==> config.mk <==
export PLATFORM = sky130hd
export DESIGN_NAME = fetch_unit
export DESIGN_NICKNAME = d
export VERILOG_FILES = /design/src/rtl/fetch_unit.sv
export SDC_FILE = /design/constraint.sdc
export NUM_CORES = 1
export LEC_CHECK = 0
export CAP_MARGIN = 20
export CORE_MARGIN = 3
export CORE_UTILIZATION = 49
export CTS_CLUSTER_SIZE = 40
export DETAILED_ROUTE_END_ITERATION = 8
export GPL_ROUTABILITY_DRIVEN = 0
export GPL_TIMING_DRIVEN = 0
export PLACE_DENSITY = 0.76
export SKIP_LAST_GASP = 1
export SLEW_MARGIN = 20
export SYNTH_ARGS = -nofsm -noshare
export SYNTH_HDL_FRONTEND = slang
export SYNTH_SLANG_ARGS = --single-unit
==> constraint.sdc <==
create_clock -name clk -period 2.65 [get_ports clk]
set_input_delay 0.3975 -clock clk [delete_from_list [all_inputs] [get_ports clk]]
set_output_delay 0.3975 -clock clk [all_outputs]
set_load 0.05 [all_outputs]
==> src/rtl/fetch_unit.sv <==
// Instruction fetch front end: single-outstanding memory requester feeding a
// small {pc, inst} FIFO, with redirect flush and in-flight response discard.
module fetch_unit #(
    parameter logic [31:0] RESET_PC   = 32'h0000_0000,
    parameter int unsigned FIFO_DEPTH = 4
) (
    input  logic        clk,
    input  logic        rst,
    input  logic        pc_sel_i,
    input  logic [31:0] alu_res_i,
    input  logic        stall_i,
    output logic        imem_req_o,
    output logic [31:0] imem_addr_o,
    input  logic        imem_gnt_i,
    input  logic        imem_rvalid_i,
    input  logic [31:0] imem_rdata_i,
    output logic [31:0] inst_o,
    output logic [31:0] pc_o,
    output logic [31:0] pc4_o,
    output logic        inst_valid_o
);
    localparam int unsigned AW = (FIFO_DEPTH > 1) ? $clog2(FIFO_DEPTH) : 1;
    localparam int unsigned OW = AW + 1;
    localparam logic [AW:0] OCC_FULL = OW'(FIFO_DEPTH);
    localparam logic [AW:0] OCC_LAST = OW'(FIFO_DEPTH - 1);

    typedef enum logic [1:0] {
        S_REQ,
        S_WAIT,
        S_DRAIN
    } state_t;

    state_t        r_state;
    state_t        w_state_nxt;
    logic [31:0]   r_fpc;
    logic [31:0]   r_issue_pc;
    logic [31:0]   r_pc_mem   [FIFO_DEPTH];
    logic [31:0]   r_inst_mem [FIFO_DEPTH];
    logic [AW-1:0] r_wptr;
    logic [AW-1:0] r_rptr;
    logic [AW:0]   r_occ;

    logic w_out_q;
    logic w_disc_q;
    logic w_req;
    logic w_grant;
    logic w_push;
    logic w_pop;
    logic w_valid;
    logic w_show;

    // out_q / disc_q are encoded by the FSM: WAIT = live outstanding, DRAIN = outstanding to discard.
    always_comb begin
        w_out_q     = (r_state != S_REQ);
        w_disc_q    = (r_state == S_DRAIN);
        w_valid     = (r_occ != '0);
        w_req       = 1'b0;
        w_state_nxt = r_state;

        if (!rst && !pc_sel_i) begin
            unique case (r_state)
                S_REQ:   w_req = (r_occ < OCC_FULL);
                S_WAIT:  w_req = imem_rvalid_i && (r_occ < OCC_LAST);
                default: w_req = 1'b0;
            endcase
        end
        w_grant = w_req && imem_gnt_i;
        w_push  = w_out_q && !w_disc_q && imem_rvalid_i && !pc_sel_i;
        w_pop   = w_valid && !stall_i && !pc_sel_i;

        unique case (r_state)
            S_REQ: begin
                if (w_grant) w_state_nxt = S_WAIT;
            end
            S_WAIT: begin
                if (imem_rvalid_i)  w_state_nxt = w_grant ? S_WAIT : S_REQ;
                else if (pc_sel_i)  w_state_nxt = S_DRAIN;
            end
            S_DRAIN: begin
                if (imem_rvalid_i) w_state_nxt = S_REQ;
            end
            default: w_state_nxt = S_REQ;
        endcase
    end

    always_ff @(posedge clk) begin
        if (rst) begin
            r_state    <= S_REQ;
            r_fpc      <= RESET_PC;
            r_issue_pc <= RESET_PC;
            r_wptr     <= '0;
            r_rptr     <= '0;
            r_occ      <= '0;
        end else begin
            r_state <= w_state_nxt;
            if (pc_sel_i) begin
                r_fpc  <= alu_res_i & 32'hFFFF_FFFC;
                r_wptr <= '0;
                r_rptr <= '0;
                r_occ  <= '0;
            end else begin
                if (w_grant) begin
                    r_fpc      <= r_fpc + 32'd4;
                    r_issue_pc <= r_fpc;
                end
                if (w_push) r_wptr <= r_wptr + 1'b1;
                if (w_pop)  r_rptr <= r_rptr + 1'b1;
                if (w_push && !w_pop)      r_occ <= r_occ + 1'b1;
                else if (!w_push && w_pop) r_occ <= r_occ - 1'b1;
            end
        end
    end

    always_ff @(posedge clk) begin
        if (w_push) begin
            r_pc_mem[r_wptr]   <= r_issue_pc;
            r_inst_mem[r_wptr] <= imem_rdata_i;
        end
    end

    always_comb begin
        w_show       = w_valid && !pc_sel_i && !rst;
        inst_valid_o = w_show;
        inst_o       = w_show ? r_inst_mem[r_rptr] : '0;
        pc_o         = w_show ? r_pc_mem[r_rptr] : '0;
        pc4_o        = w_show ? (r_pc_mem[r_rptr] + 32'd4) : '0;
        imem_req_o   = w_req;
        imem_addr_o  = rst ? '0 : r_fpc;
    end
endmodule

======== Word-level counts from Yosys, hierarchy flattened ========
Memories as Yosys holds them, arrays and structs flattened. A register that Yosys moved wholly into a read port is not among the register bits.
Index checks and enable logic that the tools add are counted.
word-level totals
  bits in registers ....................... 73
  memory bits (writable) .................. 256
  input bits .............................. 70
  output and inout bits ................... 130
  logic and storage cells ................. 71
  memories kept ........................... 2
operators by class
  $add $sub $neg .......................... 6
  $lt $le $gt $ge ......................... 2
  equality and inequality tests ........... 5
  mux-type cells .......................... 22
  bitwise operators ....................... 1
  reduce and logical (&&, ||, !) cells .... 26
memories
  name        depth  width  read ports  clocked after memory_dff  write ports  RTL line  text
  r_inst_mem  4      32     1           1                         1            38        logic [31:0] r_inst_mem [FIFO_DEPTH];
  r_pc_mem    4      32     1           1                         1            37        logic [31:0] r_pc_mem [FIFO_DEPTH];
operators by type and width
  cell                                                                    number
  32-bit 2-to-1 mux                                                       6
  32-bit by 3-bit adder with 32-bit output (second input constant)        2
  2-bit 2-to-1 mux                                                        8
  1-bit logical AND                                                       12
  1-bit zero test                                                         6
  3-bit 2-to-1 mux                                                        2
  2-bit case mux with 3 select lines                                      1
  2-bit nonzero test                                                      3
  2-bit by 1-bit adder with 2-bit output (second input constant)          2
  1-bit 2-to-1 mux                                                        4
  2-bit != test (second input constant)                                   2
  3-bit by 1-bit adder with 3-bit output (second input constant)          1
  3-bit by 2-bit < comparator with 1-bit output (second input constant)   1
  3-bit < comparator (second input constant)                              1
  3-bit != test (second input constant)                                   1
  3-bit AND reduction                                                     1
  3-bit nonzero test                                                      1
  3-bit by 1-bit subtractor with 3-bit output (second input constant)     1
  2-bit by 1-bit equality test with 1-bit output (second input constant)  1
  2-bit equality test (second input constant)                             1
  2-bit zero test                                                         1
  1-bit case mux with 2 select lines                                      1
  2-bit AND reduction                                                     1
  2-bit OR reduction                                                      1
  1-bit NOT                                                               1

======== Logic depth before layout (Yosys ltp) ========
  depth after elaboration ................. 9
  gate-level depth with buffers ........... 9
  mapped depth without buffers ............ 9

======== Worst setup path after synthesis ========
OpenSTA, ideal clock, no wires.
  path type ............................... register to output
  start point ............................. reg with a tool-made name
  end point ............................... out pc4_o[29]
  data arrival time ....................... 2986 ps
  required time ........................... 2253 ps
  slack ................................... -734 ps
  cell stages (with the launch flop) ...... 9
  path through ............................ dfxtp_1 -> buf_6 -> buf_12 -> buf_12 -> mux4_2 -> nand4_1 -> or4_4 -> or4_1 -> a21oi_1
RTL lines
  item           RTL line  text
  end, declared  19        output logic [31:0] pc4_o,

==> implementation parameters <==
Parameter                              Value

Outcome
  Run status    finished, violations left
  Violations in the final reports    negative setup slack

Synth
  Area share of xor/xnor cells in the synthesized design    around 1.3%
  Simple-gate portion of the synthesized area    a little over an eighth
  Number of instances in the synthesized netlist    between 900 and 1,000
  Post-synthesis mux area share    between 10% and 20%
  Cell area after synthesis    13,800 sq um
  Count of state elements after synthesis    around 320
  Area fraction of the dominant cell type after synthesis    between 50% and 60%
  Distinct cell type count after synthesis    slightly above 60
  Leading area contributor after synthesis    sky130_fd_sc_hd__edfxtp_1
  Yosys warning count    0
  Synth Area in Adders    0.780%
  Leading post-synthesis cells by cell area    sky130_fd_sc_hd__edfxtp_1 54%, sky130_fd_sc_hd__dfxtp_1 10%, sky130_fd_sc_hd__mux4_2 6.7%, sky130_fd_sc_hd__mux4_1 4.0%, sky130_fd_sc_hd__and2_1 3.1%
  Share of synthesized registers carrying an async set or reset    0%
  Synthesized-area fraction occupied by ao, oa, aoi and oai cells    5.71%
  Average cell area after synthesis    approximately 14 sq um
  Dominant combinational cell family by area after synthesis    simple AND/OR/NAND/NOR gates
  Number of synthesized flops with an enable pin    248
  Fraction of the yosys area taken by sequential cells    between 60% and 70%
  Dominant register cell in the synthesized netlist    sky130_fd_sc_hd__edfxtp_1

Clock tree
  Root buffer selected by CTS    sky130_fd_sc_hd__clkbuf_16
  Maximum count of clock buffers along a single path    3
  Hold Buf Count CTS    0
  Clock-pin slew on the worst setup and hold paths    0.06 ns
  Source-to-sink clock delay at the later pin of the worst-skew pair    between 0.5 and 0.6 ns
  Clock tree from TritonCTS    done
  # H-tree levels    1
  Sink Count    319
  Num CTS Buffers    31

Floorplanning
  Core Area    roughly 27,000 sq um
  Die area    30,200 sq um
  Horiz. Die Dim    approximately 170 um
  Site row count    60
  Boundary Pins    200
  Die Ht    between 150 and 200 um
  Starting density of the core    between 50% and 60%

Detailed routing
  Average wire per standard cell    21.7 um
  DRC viols    0
  Post-route ant nets    0
  Routed wire length    ~36,000 um
  Via density    between 5 and 6
  Number of iterations in the first detailed-routing pass    5
  Initial drt markers    around 970
  Total via count in the routed design    a little under 10,000

Timing
  Final period util    138%
  Number of max-slew violations in the final report    0
  Number of hold violations in the final report    0
  Relative max-transition margin    between 40% and 50%
  Max Freq    about 0.27 GHz
  Worst hold-check slack    0.422 ns
  Final critical-path setup slack    -0.994 ns
  Setup total negative slack    -35.72 ns
  Setup repair after global routing missed its margin    true
  Worst slew pin tran    ~0.8 ns
  Worst setup skew after layout    0.0196 ns
  Setup violation total in the final timing report    a little over 80
  Period minus WS final    around 3.6 ns

Pwr
  Total power divided by cell area    559 nW/um^2
  Leak pwr    between 6 and 7 nW
  Peak supply drop    0.457 mV

Setup path
  Kind of capture point of the worst setup path    output port
  Critical path required time    2.25 ns
  Critical Path Fanout Max    6
  Startpoint Class    register
  Data arrival time at the worst-slack endpoint    3.25 ns
  Worst setup path category    register to output port

Global routing
  Wire length of the first global-routing pass    roughly 53,000 um
  Largest net degree at the start of global routing    47
  Combined global-route utilization of all metal layers    roughly 22%
  Antenna violations before repair    0
  Congestion Overflow GR    0
  Number of global-route vias before repair    slightly above 9,000

Cells and area
  Number of nets in the layout    around 1,400
  Share of layout cells above drive strength 1    a little under a third
  Fillers    between 1,500 and 2,000
  Total inserted antenna cells    0
  Post-layout util    68.3%
  Area Growth Syn to Fin    35.2%

Placed design
  Post-DP HPWL    approximately 22,000 um
  PortBufs    190
  Worst setup slack before clock tree synthesis    -1.47 ns

Job
  Max-cap violations    0

Min path
  Worst min-delay path category    primary input to register
-- cell usage after synthesis, drive strengths merged, types with 2 or more instances --
master,count
or2,3
a221oi,2
a311oi,2
or3,14
nor3,25
o31a,2
o21ai,23
ha,7
inv,15
mux2i,2
a21boi,2
nor4,10
and2,69
xor2,10
nor2b,26
nand3,20
and3,5
clkbuf,39
edfxtp,248
a31oi,16
a32oi,2
xnor2,10
a21oi,65
mux2,9
nor2,47
a211oi,2
o211ai,5
a22oi,4
dfxtp,71
nand2,99
and4,7
mux4,62
buf,23
nand4,20
or4,4
o31ai,2
-- area by class of cell --
class	count	area (sq um)	area share, %
clock buffers	44	855	4.58
repair buffers	259	2820	15.1
well taps	372	465	2.49
flip-flops and latches	319	8880	47.6
clock inverters	12	164	0.879
multi-input cells	594	4960	26.6
plain buffers	60	453	2.43
inverters	15	63.8	0.342
-- sequential cells by signal, indices dropped and copies added, names as in the netlist, named ones only --
| name | flops |
|---|---|
| r_inst_mem | 128 |
| r_pc_mem | 120 |
| r_fpc | 30 |
| r_issue_pc | 30 |
| r_occ | 3 |
| r_rptr | 2 |
| r_state | 2 |
| r_wptr | 2 |
-- metal layers --
metal,global-route usage (%),wire length (um),vias up
met4,6.90,933,0
met1,31.7,14900,4743
li1,-,-,4322
met3,3.66,3120,87
met5,0,0,-
met2,35.0,17400,566
-- cell families (layout without fill, tap and decap cells) --
logic type,count (synthesis),count (layout)
mux,73,73
simple gates,352,353
fa+ha+maj,8,8
flops,319,319
buf+inv,77,390
compound gates,134,134
other cells,1,6
xor+xnor,20,20
-- placed cells by master, fill, tap and decap left out, types with 26 or more instances in the layout --
cell type,netlist,layout
sky130_fd_sc_hd__a21oi_1,65,58
sky130_fd_sc_hd__and2_1,68,48
sky130_fd_sc_hd__buf_4,7,45
sky130_fd_sc_hd__buf_6,4,102
sky130_fd_sc_hd__clkbuf_1,38,31
sky130_fd_sc_hd__clkbuf_16,0,36
sky130_fd_sc_hd__clkdlybuf4s50_1,0,75
sky130_fd_sc_hd__dfxtp_1,71,67
sky130_fd_sc_hd__edfxtp_1,248,248
sky130_fd_sc_hd__mux4_2,41,62
sky130_fd_sc_hd__nand2_1,99,95
sky130_fd_sc_hd__nor2_1,47,36
sky130_fd_sc_hd__nor2b_1,26,26
-- stage by stage --
stage                     total power (W)  instance area, sq um  std cells
after floorplan                   0.00584                 14000        989
after global placement            0.00608                 16300       1551
after detailed placement          0.00609                 16400       1555
after CTS                          0.0104                 17700       1643
after global routing               0.0107                 18700       1675
final                              0.0104                 18700       1675
-- critical path: stages, from the launching register on --
cell and delay, ns:
sky130_fd_sc_hd__dfxtp_4 0.36, sky130_fd_sc_hd__buf_6 0.14, sky130_fd_sc_hd__buf_12 0.14, sky130_fd_sc_hd__buf_12 0.13, sky130_fd_sc_hd__mux4_2 0.38, sky130_fd_sc_hd__nand4_1 0.15, sky130_fd_sc_hd__buf_6 0.18, sky130_fd_sc_hd__or4_4 0.44
sky130_fd_sc_hd__or4_4 0.45, sky130_fd_sc_hd__a21oi_4 0.15, sky130_fd_sc_hd__buf_6 0.17
-- timing repair --
action / CTS / global route
gates cloned: 3 / 5
resized for setup: 642 / 248
setup buffers: 31 / 29
endpoints found under the setup margin: 132 / 143
pin swaps: 14 / 34
-- where the power goes --
part	switching (W)	internal (W)
sequential	0.0000608	0.00540
clock	0.00177	0.00262
combinational	0.000339	0.000234
-- path summary, 6_finish.rpt --
path | from | slack [ns] | depth (start not counted) | end
max | register | -0.99 | 10 | pc4_o[29]
min reg2reg | r_fpc[11]$_SDFFE_PP0P_ | 0.49 | 2 | r_issue_pc[11]$_SDFFE_PP0P_
max reg2reg | r_fpc[7]$_SDFFE_PP0P_ | 0.08 | 5 | r_fpc[29]$_SDFFE_PP0P_
min | alu_res_i[18] | 0.42 | 3 | r_fpc[18]$_SDFFE_PP0P_
Note: power is estimated with default switching activity, not from simulation.
==> RTL change 1 (config.mk and constraints unchanged) <==
Re-encode `state_t` (3 states) as one-hot, 3 bits wide.
--- a/src/rtl/fetch_unit.sv
+++ b/src/rtl/fetch_unit.sv
@@ -24,10 +24,10 @@
     localparam logic [AW:0] OCC_FULL = OW'(FIFO_DEPTH);
     localparam logic [AW:0] OCC_LAST = OW'(FIFO_DEPTH - 1);
 
-    typedef enum logic [1:0] {
-        S_REQ,
-        S_WAIT,
-        S_DRAIN
+    typedef enum logic [2:0] {
+        S_REQ   = 3'b001,
+        S_WAIT  = 3'b010,
+        S_DRAIN = 3'b100
     } state_t;
 
     state_t        r_state;
Formal check against the unedited RTL: same outputs for any inputs over 4 cycles, from zero or initial values and one cycle with rst high; so few cycles prove little.
==> RTL change 1 against the unedited design <==
  * The run still ends with setup timing left
  * Sequential cell count up 1
  * Routed wire length down 2.4%
  * Final area up 0.27%
  * Non-clock buffer count up 4
  * Largest power group unchanged
  * Worst setup slack better by 0.48 ns
  * Total power up 2.7%
  * Count of clock-buffer cells in the layout down 1
  * Utilization up 0.18 points
  * Highest routed layer unchanged
  * Area after synthesis up 0.15%
  * First-iteration DRC count down 24%
==> RTL change 1: results (changes against the unedited design) <==
Status
Failing checks: setup timing (unchanged). Result of the run: finished with violations (unchanged).

Synthesis
The number of distinct library cells after synthesis is 59 (was 62). The mux share of post-synthesis cell area is 0.110 (was 0.116). The total of flip-flops plus latches after synthesis came to 320 (was 319). The adder-cell area share of the yosys netlist is 0.00779 (was 0.00780). The sequential share of the synthesized area is 0.643 (about the same). The share of the synthesized area in compound gates (AO/OA/AOI/OAI) came to 0.0430 (was 0.0571). The post-synthesis xor/xnor area fraction is 0.0222 (was 0.0127).

Layout
The area used by sequential logic in the layout is 8900 um2 (was 8880 um2). The total of clock buffers placed in the layout is 43 (was 44). The area overhead of the layout relative to synthesis came to 35.4% (was 35.2%). The fraction of cell area in non-clock buffers is 0.177 (was 0.175). The final standard cell count with taps included and fillers excluded was 1683 (was 1675).

Critical path
The depth of the most critical reg-to-reg path is 7 (was 5). The startpoint of the lowest-slack register-to-register path is r_fpc[2]$_SDFFE_PP0P_ (was r_fpc[7]$_SDFFE_PP0P_). The worst setup slack for register-to-register paths is 0.26 ns (was 0.08 ns). The category of cells accounting for the largest share of critical-path delay was multiplexers (was simple AND/OR/NAND/NOR gates). The arrival time of the worst setup path is 2.77 ns (was 3.25 ns). The endpoint of the lowest-slack register-to-register path is r_fpc[22]$_SDFFE_PP0P_ (was r_fpc[29]$_SDFFE_PP0P_).

Timing
The slack of the critical path is -0.513 ns (was -0.994 ns). The worst slew slack as a fraction of its limit is 0.549 (was 0.465). The final-layout worst hold slack is 0.421 ns (was 0.422 ns). The final setup violation count came to 67 (was 81).

Clock network
The maximum level of the CTS H-tree is 2 (was 1). The post-cts sizing count is 723 (was 642).

Global route
The pin count of the biggest net entering global routing was 46 (was 47). The overall routing resource usage is 0.226 (was 0.221). The first-pass GRT wire length is 54.0 mm (was 53.0 mm). The number of global-route vias before repair is 9413 (was 9348). The met3 demand-to-capacity share in global routing is 0.0411 (was 0.0366).

Routing
The via count normalized by instance count is 5.60 (was 5.80). The routed length on met2 came to 17.4 mm (about the same). The wire length per cell is 21.1 um (was 21.7 um).

Power and ir drop
The maximum ir drop on the vdd rail is 430 uV (was 457 uV). The total net switching power is 2.36 mW (was 2.17 mW). The leakage power came to 6.55 nW (was 6.51 nW).

Worst hold path
The startpoint of the worst hold path is rst (was alu_res_i[18]).

Placed design
The number of cells after detailed placement is 1557 (was 1555).
-- RTL change 1: cell count changes after synthesis, moves of 6 or more --
cell and change:
sky130_fd_sc_hd__and2_1 +6, sky130_fd_sc_hd__mux4_2 +21, sky130_fd_sc_hd__nor2_1 +22, sky130_fd_sc_hd__or3_1 -7
sky130_fd_sc_hd__o21ai_0 -11, sky130_fd_sc_hd__xor2_1 +14, sky130_fd_sc_hd__mux2_2 -7, sky130_fd_sc_hd__mux4_1 -21
sky130_fd_sc_hd__buf_2 +12, sky130_fd_sc_hd__nor3_1 -15, sky130_fd_sc_hd__nor2b_1 +9, sky130_fd_sc_hd__a31oi_1 -6
sky130_fd_sc_hd__nand3_1 -7, sky130_fd_sc_hd__nor4_1 -9
==> RTL change 2 (same settings) <==
Made on the original files. Set the parameter `FIFO_DEPTH` to 8 (it was 4).
--- a/src/rtl/fetch_unit.sv
+++ b/src/rtl/fetch_unit.sv
@@ -2,7 +2,7 @@
 // small {pc, inst} FIFO, with redirect flush and in-flight response discard.
 module fetch_unit #(
     parameter logic [31:0] RESET_PC   = 32'h0000_0000,
-    parameter int unsigned FIFO_DEPTH = 4
+    parameter int unsigned FIFO_DEPTH = 8
 ) (
     input  logic        clk,
     input  logic        rst,
Check against the original RTL: same outputs for any inputs over 4 cycles, from zero or initial values and one cycle with rst high; that may be too few to reach the edited logic, so the function may still have changed.
==> RTL change 2 against the unedited design <==
  * The run still ends with setup timing left
  * Register-to-register slack better by 0.06 ns
  * Clock power is 84% higher
  * Final area is 73% higher
  * Via count is 56% higher
  * Total power is 78% higher
  * Area after synthesis is 70% higher
  * Sequential cell count is 252 higher
  * Routed wire length is 84% higher
  * Worst setup slack worse by 0.57 ns
  * Largest cell class unchanged
==> RTL change 2: results (changes against the unedited design) <==
Layout
The number of non-clock inverters is 11 (was 15). The sequential fraction of total cell area is 0.509 (was 0.476). The multi-input combinational cell count was 783 (was 594). The area fraction of clock buffers and clock inverters is 0.0586 (was 0.0546).

The proportion of layout cells with a drive suffix above 1 is 0.398 (was 0.315). Registers with the most flip-flops: r_inst_mem: 256 flops, r_pc_mem: 240 flops (was r_inst_mem: 128 flops, r_pc_mem: 120 flops).

Synthesis
The adder-cell area share of the yosys netlist was 0.00458 (was 0.00780). The number of distinct library cells after synthesis is 68 (was 62). The share of the synthesized area in compound gates (AO/OA/AOI/OAI) was 0.0383 (was 0.0571). Top cell types by occurrence after synthesis: 496 x sky130_fd_sc_hd__edfxtp_1, 118 x sky130_fd_sc_hd__nor2_1, 106 x sky130_fd_sc_hd__nand2_1, 97 x sky130_fd_sc_hd__mux2i_1, 95 x sky130_fd_sc_hd__mux4_2 (was 248 x sky130_fd_sc_hd__edfxtp_1, 99 x sky130_fd_sc_hd__nand2_1, 71 x sky130_fd_sc_hd__dfxtp_1, 68 x sky130_fd_sc_hd__and2_1, 65 x sky130_fd_sc_hd__a21oi_1).

Routing
The wire length per cell is 26.4 um (was 21.7 um). The starting DRC count in detailed routing was 1477 (was 969). The via count is 15100 (was 9718).

Timing
The final setup violation count is 93 (was 81). The slack of the critical path is -1.56 ns (was -0.994 ns). The largest clock skew in the final design is 0.0311 ns (was 0.0196 ns). The slew at the pin with the worst max-slew slack is 0.728 ns (was 0.797 ns).

Clock network
The maximum level of the CTS H-tree was 2 (was 1). The insertion delay to the later sink of the worst-skew pair is 0.63 ns (was 0.55 ns).

Die
The die footprint was 50600 um2 (was 30200 um2).

Status
Failing checks: setup timing (unchanged). Result of the run: finished with violations (unchanged).

Placed design
The detailed-placement wirelength estimate is 38.6 mm (was 22.4 mm). The cell area reported after detailed placement came to 27300 um2 (was 16400 um2).

Critical path
The slowest stage cell on the critical path is sky130_fd_sc_hd__or4_1 (was sky130_fd_sc_hd__or4_4).
[RTL change 2: stage by stage]
stage	hold WS (ns)	std cells	power (mW)	utilization
2_1_floorplan	0.432	1447	10.3	-
3_3_place_gp	0.468	2245	10.5	0.568
3_5_place_dp	0.472	2274	10.6	0.581
4_1_cts	0.340	2465	18.5	0.655
5_1_grt	0.162	2537	19.0	0.687
6_report	0.172	2537	18.5	0.687
[RTL change 2: layer usage]
layer  track usage  up-vias  wire [um]
met3        0.0482      156       5470
met2         0.404      856      33100
met5             0        -          0
met4        0.0785        0       2660
li1              -     6450          -
met1         0.323     7650      25700
[RTL change 2: path summary, 6_finish.rpt]
| kind | slack (ns) | from | end |
|---|---|---|---|
| worst max-delay path | -1.56 | flip-flop | pc4_o[20] |
| worst min-delay path | 0.17 | rst | r_occ[3]$_SDFFE_PP0P_ |
| worst max register to register | 0.14 | r_occ[0]$_SDFFE_PP0P_ | r_issue_pc[3]$_SDFFE_PP0P_ |
| worst min register to register | 0.50 | r_fpc[22]$_SDFFE_PP0P_ | r_issue_pc[22]$_SDFFE_PP0P_ |
[RTL change 2: where the power goes]
part           total, mW  internal [mW]  switching [mW]
clock               8.09           4.61            3.48
combinational      0.619          0.262           0.357
sequential          9.82           9.75          0.0720
[RTL change 2: worst max-delay path: cells and delay by family, from the launching register on]
kind | cells | cell delay [ns]
AO/OA/AOI/OAI | 1 | 0.21
adder cells (fa/ha/maj) | 1 | 0.14
buffers and inverters | 6 | 0.72
flip-flops | 1 | 0.37
multiplexers | 1 | 0.18
AND/OR/NAND/NOR | 6 | 1.54
[RTL change 2: timing repair]
action | in CTS | in global routing
setup endpoints to repair | 137 | 154
pin swaps | 36 | 54
gates resized for setup | 576 | 468
setup buffers | 86 | 87
gates cloned | 4 | 8
